### src/rtl/mi_arbiter_2p.sv
// Two-port round-robin arbiter in front of the mi_* burst memory interface.
// One owner per burst; its command and beat strobes are routed, and beat counts are checked.
module mi_arbiter_2p #(
  parameter int unsigned AW = 20
) (
  input  logic          clk,
  input  logic          resetn,
  input  logic [AW-1:0] p0_addr,
  input  logic [6:0]    p0_len,
  input  logic          p0_rw,
  input  logic          p0_valid,
  output logic          p0_ready,
  input  logic [31:0]   p0_wdata,
  output logic          p0_wack,
  output logic          p0_wlast,
  output logic [31:0]   p0_rdata,
  output logic          p0_rstb,
  output logic          p0_rlast,
  input  logic [AW-1:0] p1_addr,
  input  logic [6:0]    p1_len,
  input  logic          p1_rw,
  input  logic          p1_valid,
  output logic          p1_ready,
  input  logic [31:0]   p1_wdata,
  output logic          p1_wack,
  output logic          p1_wlast,
  output logic [31:0]   p1_rdata,
  output logic          p1_rstb,
  output logic          p1_rlast,
  output logic [AW-1:0] m_addr,
  output logic [6:0]    m_len,
  output logic          m_rw,
  output logic          m_valid,
  input  logic          m_ready,
  output logic [31:0]   m_wdata,
  input  logic          m_wack,
  input  logic          m_wlast,
  input  logic          m_rstb,
  input  logic          m_rlast,
  input  logic [31:0]   m_rdata,
  output logic [1:0]    grant,
  output logic          len_err
);

  localparam int unsigned LW = 7;

  typedef enum logic [1:0] {ST_IDLE, ST_CMD, ST_DATA} state_e;

  state_e        state_q, state_d;
  logic          owner_q, owner_d;
  logic          last_owner_q, last_owner_d;
  logic [LW-1:0] len_q, len_d;
  logic          rw_q, rw_d;
  logic [LW-1:0] beat_cnt_q, beat_cnt_d;
  logic          len_err_q, len_err_d;

  logic own_valid, any_stb, beat, last, wrong_dir;
  logic wack_c, wlast_c, rstb_c, rlast_c;

  // State and bookkeeping registers
  always_ff @(posedge clk or negedge resetn) begin
    if (!resetn) begin
      state_q      <= ST_IDLE;
      owner_q      <= 1'b0;
      last_owner_q <= 1'b1;
      len_q        <= '0;
      rw_q         <= 1'b0;
      beat_cnt_q   <= '0;
      len_err_q    <= 1'b0;
    end else begin
      state_q      <= state_d;
      owner_q      <= owner_d;
      last_owner_q <= last_owner_d;
      len_q        <= len_d;
      rw_q         <= rw_d;
      beat_cnt_q   <= beat_cnt_d;
      len_err_q    <= len_err_d;
    end
  end

  assign len_err   = len_err_q;
  assign p0_rdata  = m_rdata;
  assign p1_rdata  = m_rdata;
  assign own_valid = owner_q ? p1_valid : p0_valid;
  assign any_stb   = m_wack | m_wlast | m_rstb | m_rlast;

  // Direction-qualified view of the downstream strobes for the latched burst
  assign wack_c    = !rw_q & m_wack;
  assign wlast_c   = !rw_q & m_wlast;
  assign rstb_c    = rw_q & m_rstb;
  assign rlast_c   = rw_q & m_rlast;
  assign beat      = wack_c | rstb_c;
  assign last      = wlast_c | rlast_c;
  assign wrong_dir = rw_q ? (m_wack | m_wlast) : (m_rstb | m_rlast);

  // Next-state and combinational routing
  always_comb begin
    state_d      = state_q;
    owner_d      = owner_q;
    last_owner_d = last_owner_q;
    len_d        = len_q;
    rw_d         = rw_q;
    beat_cnt_d   = beat_cnt_q;
    len_err_d    = 1'b0;
    grant        = 2'b00;
    m_addr       = '0;
    m_len        = '0;
    m_rw         = 1'b0;
    m_valid      = 1'b0;
    m_wdata      = p0_wdata;
    p0_ready     = 1'b0;
    p1_ready     = 1'b0;
    p0_wack      = 1'b0;
    p0_wlast     = 1'b0;
    p0_rstb      = 1'b0;
    p0_rlast     = 1'b0;
    p1_wack      = 1'b0;
    p1_wlast     = 1'b0;
    p1_rstb      = 1'b0;
    p1_rlast     = 1'b0;

    unique case (state_q)
      ST_IDLE: begin
        len_err_d = any_stb;
        if (p0_valid || p1_valid) begin
          // On a tie the port that did not own the last burst wins
          owner_d = (p0_valid && p1_valid) ? !last_owner_q : p1_valid;
          state_d = ST_CMD;
        end
      end

      ST_CMD: begin
        len_err_d = any_stb;
        grant     = owner_q ? 2'b10 : 2'b01;
        m_addr    = owner_q ? p1_addr : p0_addr;
        m_len     = owner_q ? p1_len : p0_len;
        m_rw      = owner_q ? p1_rw : p0_rw;
        m_valid   = own_valid;
        p0_ready  = !owner_q & m_ready;
        p1_ready  = owner_q & m_ready;
        if (own_valid && m_ready) begin
          len_d        = m_len;
          rw_d         = m_rw;
          beat_cnt_d   = '0;
          last_owner_d = owner_q;
          state_d      = ST_DATA;
        end else if (!own_valid) begin
          state_d = ST_IDLE;
        end
      end

      ST_DATA: begin
        grant   = owner_q ? 2'b10 : 2'b01;
        m_wdata = owner_q ? p1_wdata : p0_wdata;
        if (owner_q) begin
          p1_wack  = wack_c;
          p1_wlast = wlast_c;
          p1_rstb  = rstb_c;
          p1_rlast = rlast_c;
        end else begin
          p0_wack  = wack_c;
          p0_wlast = wlast_c;
          p0_rstb  = rstb_c;
          p0_rlast = rlast_c;
        end
        if (beat) begin
          beat_cnt_d = beat_cnt_q + LW'(1);
        end
        len_err_d = wrong_dir | (last & (beat_cnt_q != len_q));
        if (last) begin
          state_d = ST_IDLE;
        end
      end

      default: state_d = ST_IDLE;
    endcase
  end

endmodule
### config.mk
export PLATFORM = sky130hd
export DESIGN_NAME = mi_arbiter_2p
export DESIGN_NICKNAME = d
export VERILOG_FILES = /design/src/rtl/mi_arbiter_2p.sv
export SDC_FILE = /design/constraint.sdc
export NUM_CORES = 1
export LEC_CHECK = 0
export ABC_AREA = 1
export CAP_MARGIN = 25
export CORE_AREA = 2 2 115 117
export DETAILED_ROUTE_END_ITERATION = 7
export DIE_AREA = 0 0 117 119
export GPL_TIMING_DRIVEN = 0
export PLACE_DENSITY = 0.6
export REMOVE_ABC_BUFFERS = 1
export SYNTH_ARGS = -nofsm -noshare
export SYNTH_HDL_FRONTEND = slang
export SYNTH_SLANG_ARGS = --single-unit
### constraint.sdc
create_clock -name clk -period 2.2 [get_ports clk]
set_input_delay 0.44 -clock clk [delete_from_list [all_inputs] [get_ports clk]]
set_output_delay 0.44 -clock clk [all_outputs]
set_load 0.02 [all_outputs]
==> flow_metrics.env <==
export IMPL_status="completed"
export IMPL_worst_setup_path_end_kind="primary output"
export IMPL_dr_total_vias=2859
export IMPL_yosys_area_top_type_share=0.194
export IMPL_synth_top_family_by_area="buffers and inverters"
export IMPL_grt_pass1_vias=2719
export IMPL_dp_slack_ns=-1.07
export IMPL_cp_slowest_cell="dfrtp_1"
export IMPL_ys_seq_area_frac=0.203
export IMPL_timing_hold_worst_class="register to register"
export IMPL_clock_skew_ns=0.00376
export IMPL_initial_core_util=0.192
export IMPL_setup_tns_ns=0
export IMPL_ant_nets=0
export IMPL_worst_pin_slew_ns=0.898
export IMPL_startpoint_type="register"
export IMPL_viasPerCell=4.27
export IMPL_routed_wl_um=10900
export IMPL_cts_max_path_buffers=2
export IMPL_nNetsFinal=661
export IMPL_die_area_um2=13900
export IMPL_worstPathMaxFanout=10
export IMPL_cts_sinks=20
export IMPL_cap_violations=0
export IMPL_ys_warn_count=0
export IMPL_row_count=42
export IMPL_worst_ep_required_time_ns=1.76
export IMPL_portBuffers=202
export IMPL_p_per_area_nw_per_um2=871
export IMPL_core_um2=12900
export IMPL_crit_type="register to primary output"
export IMPL_gp_congestion=0.776
export IMPL_cp_buffers_inverters=2
export IMPL_avgSynthCellArea_um2=7.03
export IMPL_arrival_ns=1.70
export IMPL_ys_seq_elements=20
export IMPL_diodes=0
export IMPL_die_h_um=119
export IMPL_max_stage_delay_ns=0.42
export IMPL_peakVddDrop_mv=0.295
export IMPL_synth_compound_area_frac=0.105
export IMPL_clk_latency_ns=0.25
export IMPL_grt_max_degree=29
export IMPL_post_synth_fa_ha_maj_area_fraction=0.0253
export IMPL_hold_violations=0
export IMPL_timing_fmax_mhz=467
export IMPL_dpl_hpwl_um=8870
export IMPL_yosys_top_cells_count="95 x nand2_1, 64 x buf_4, 32 x mux2_2"
export IMPL_synthFlopType="dfrtp_1"
export IMPL_period_minus_slack_ns=2.14
export IMPL_netlist_instances=352
export IMPL_cp_top_family="flip-flops"
export IMPL_drive_gt1_frac=0.217
export IMPL_yosys_area_top_type="buf_4"
export IMPL_areaGrowthSynthToFinish_pct=74.1
export IMPL_crit_chain="ha_4, buf_12, nand2_8, mux2_2, clkdlybuf4s15_2"
export IMPL_wl_per_cell_um=16.2
export IMPL_tritoncts_num_buffers=3
export IMPL_grt_remaining_overflow=0
export IMPL_path_clk_slew_ns=0.06
export IMPL_setup_viol=0
export IMPL_drcViolationCount=0
export IMPL_antenna_found_initial=0
export IMPL_tritoncts="yes"
export IMPL_leakage_nw=1.96
export IMPL_synth_edf_count=0
export IMPL_synth_cell_types=27
export IMPL_synth_simple_gate_area_share=0.210
export IMPL_finalInstanceArea_um2=4310
export IMPL_ios=299
export IMPL_yosys_top_cells_area="buf_4 19%, dfrtp_1 19%, mux2_2 15%, nand2_1 14%, a21oi_1 4.6%"
export IMPL_drtPass1Iterations=4
export IMPL_layout_setup_ws_ns=0.0582
export IMPL_synth_most_common_cell="nand2_1"
export IMPL_root_buffer="clkbuf_16"
export IMPL_postPlaceCellArea_um2=4220
export IMPL_maxSlewViolCount=0
export IMPL_drt_iter0_drc=106
export IMPL_synthXorXnorAreaFrac=0.0248
export IMPL_grt_util_all_layers=0.143
export IMPL_synthArstFlopShare=1.00
export IMPL_synth_area_mux_share=0.178
export IMPL_relSlewSlack=0.400
export IMPL_syn_area_um2=2480
export IMPL_die_x_um=117
export IMPL_cts_htree_levels=1
export IMPL_post_route_period_util=0.974
export IMPL_grt_pass1_wl_um=15000
-- flip-flops by register name (all words and copies together) (netlist names) --
signal	count
state_q	2
last_owner_q	1
len_q	7
rw_q	1
len_err	1
owner_q	1
beat_cnt_q	7
-- worst min-delay path: stages (launching register included) --
cell and delay (ns):
dfstp_2 0.37, nand2_1 0.05, o21ai_0 0.07
-- metrics by stage --
stage / utilization / power [mW] / hold slack (ns) / cells
final: 0.335 / 3.75 / 0.489 / 670
after global routing: 0.335 / 4.05 / 0.530 / 670
after CTS: 0.341 / 3.80 / 0.494 / 668
after detailed placement: 0.328 / 3.38 / 0.485 / 655
after global placement: 0.325 / 3.29 / 0.480 / 653
after floorplan: - / 2.09 / 0.144 / 275
-- timing repair --
action	in CTS	in global routing
gates resized for setup	174	29
endpoints found under the setup margin	89	55
hold buffers	0	0
setup buffers	8	2
cloned	1	0
pin swaps	1	1
-- report_power, final --
part	total [mW]	switching [mW]	internal, mW
combinational	2.73	1.56	1.17
clock	0.410	0.132	0.277
sequential	0.610	0.103	0.507
total	3.75	1.80	1.95
-- cells by family after synthesis --
| logic type | after synthesis |
|---|---|
| mux | 40 |
| flops | 20 |
| xor+xnor | 7 |
| compound gates | 47 |
| buf+inv | 102 |
| simple gates | 131 |
| fa+ha+maj | 5 |
-- path summary, 6_finish.rpt --
kind | startpoint | end | slack (ns) | depth (start not counted)
worst max-delay path | state_q[1] | m_wdata[5] | 0.06 | 5
worst min-delay path | last_owner_q | last_owner_q | 0.49 | 2
worst max register to register | owner_q | beat_cnt_q[4] | 0.23 | 10
worst min register to register | last_owner_q | last_owner_q | 0.49 | 2
max in group asynchronous | resetn | owner_q | 0.86 | 1
min in group asynchronous | resetn | len_err | 0.70 | 1
-- placed cells by master, fill, tap and decap left out, types with 2 or more instances in the layout --
cell type,instances
ha_4,2
buf_2,25
o21ai_0,19
xor2_1,6
ha_1,3
nand3_1,5
buf_4,8
mux2_2,32
a21oi_1,22
buf_12,3
clkbuf_2,8
nand2_8,2
nor2_1,26
dfrtp_1,18
nand2_4,2
clkdlybuf4s50_1,129
mux2i_1,8
dlygate4sd2_1,28
clkbuf_16,3
clkdlybuf4s15_2,11
nand2_1,94
inv_1,22
-- cell type report --
class | instances | area, um2
multi-input combinational | 231 | 1410
timing repair buffer | 214 | 1980
inverter | 25 | 104
sequential | 20 | 505
fill | 1355 | 8560
clock buffer | 4 | 88.8
tap | 176 | 220
-- metal layers --
layer / global-route usage / part of all wire
met1: 0.155 / 0.37
met2: 0.219 / 0.43
met3: 0.0997 / 0.17
met4: 0.0287 / 0.011
met5: 0.0980 / 0.014
Power figures use the tool's default switching activity.
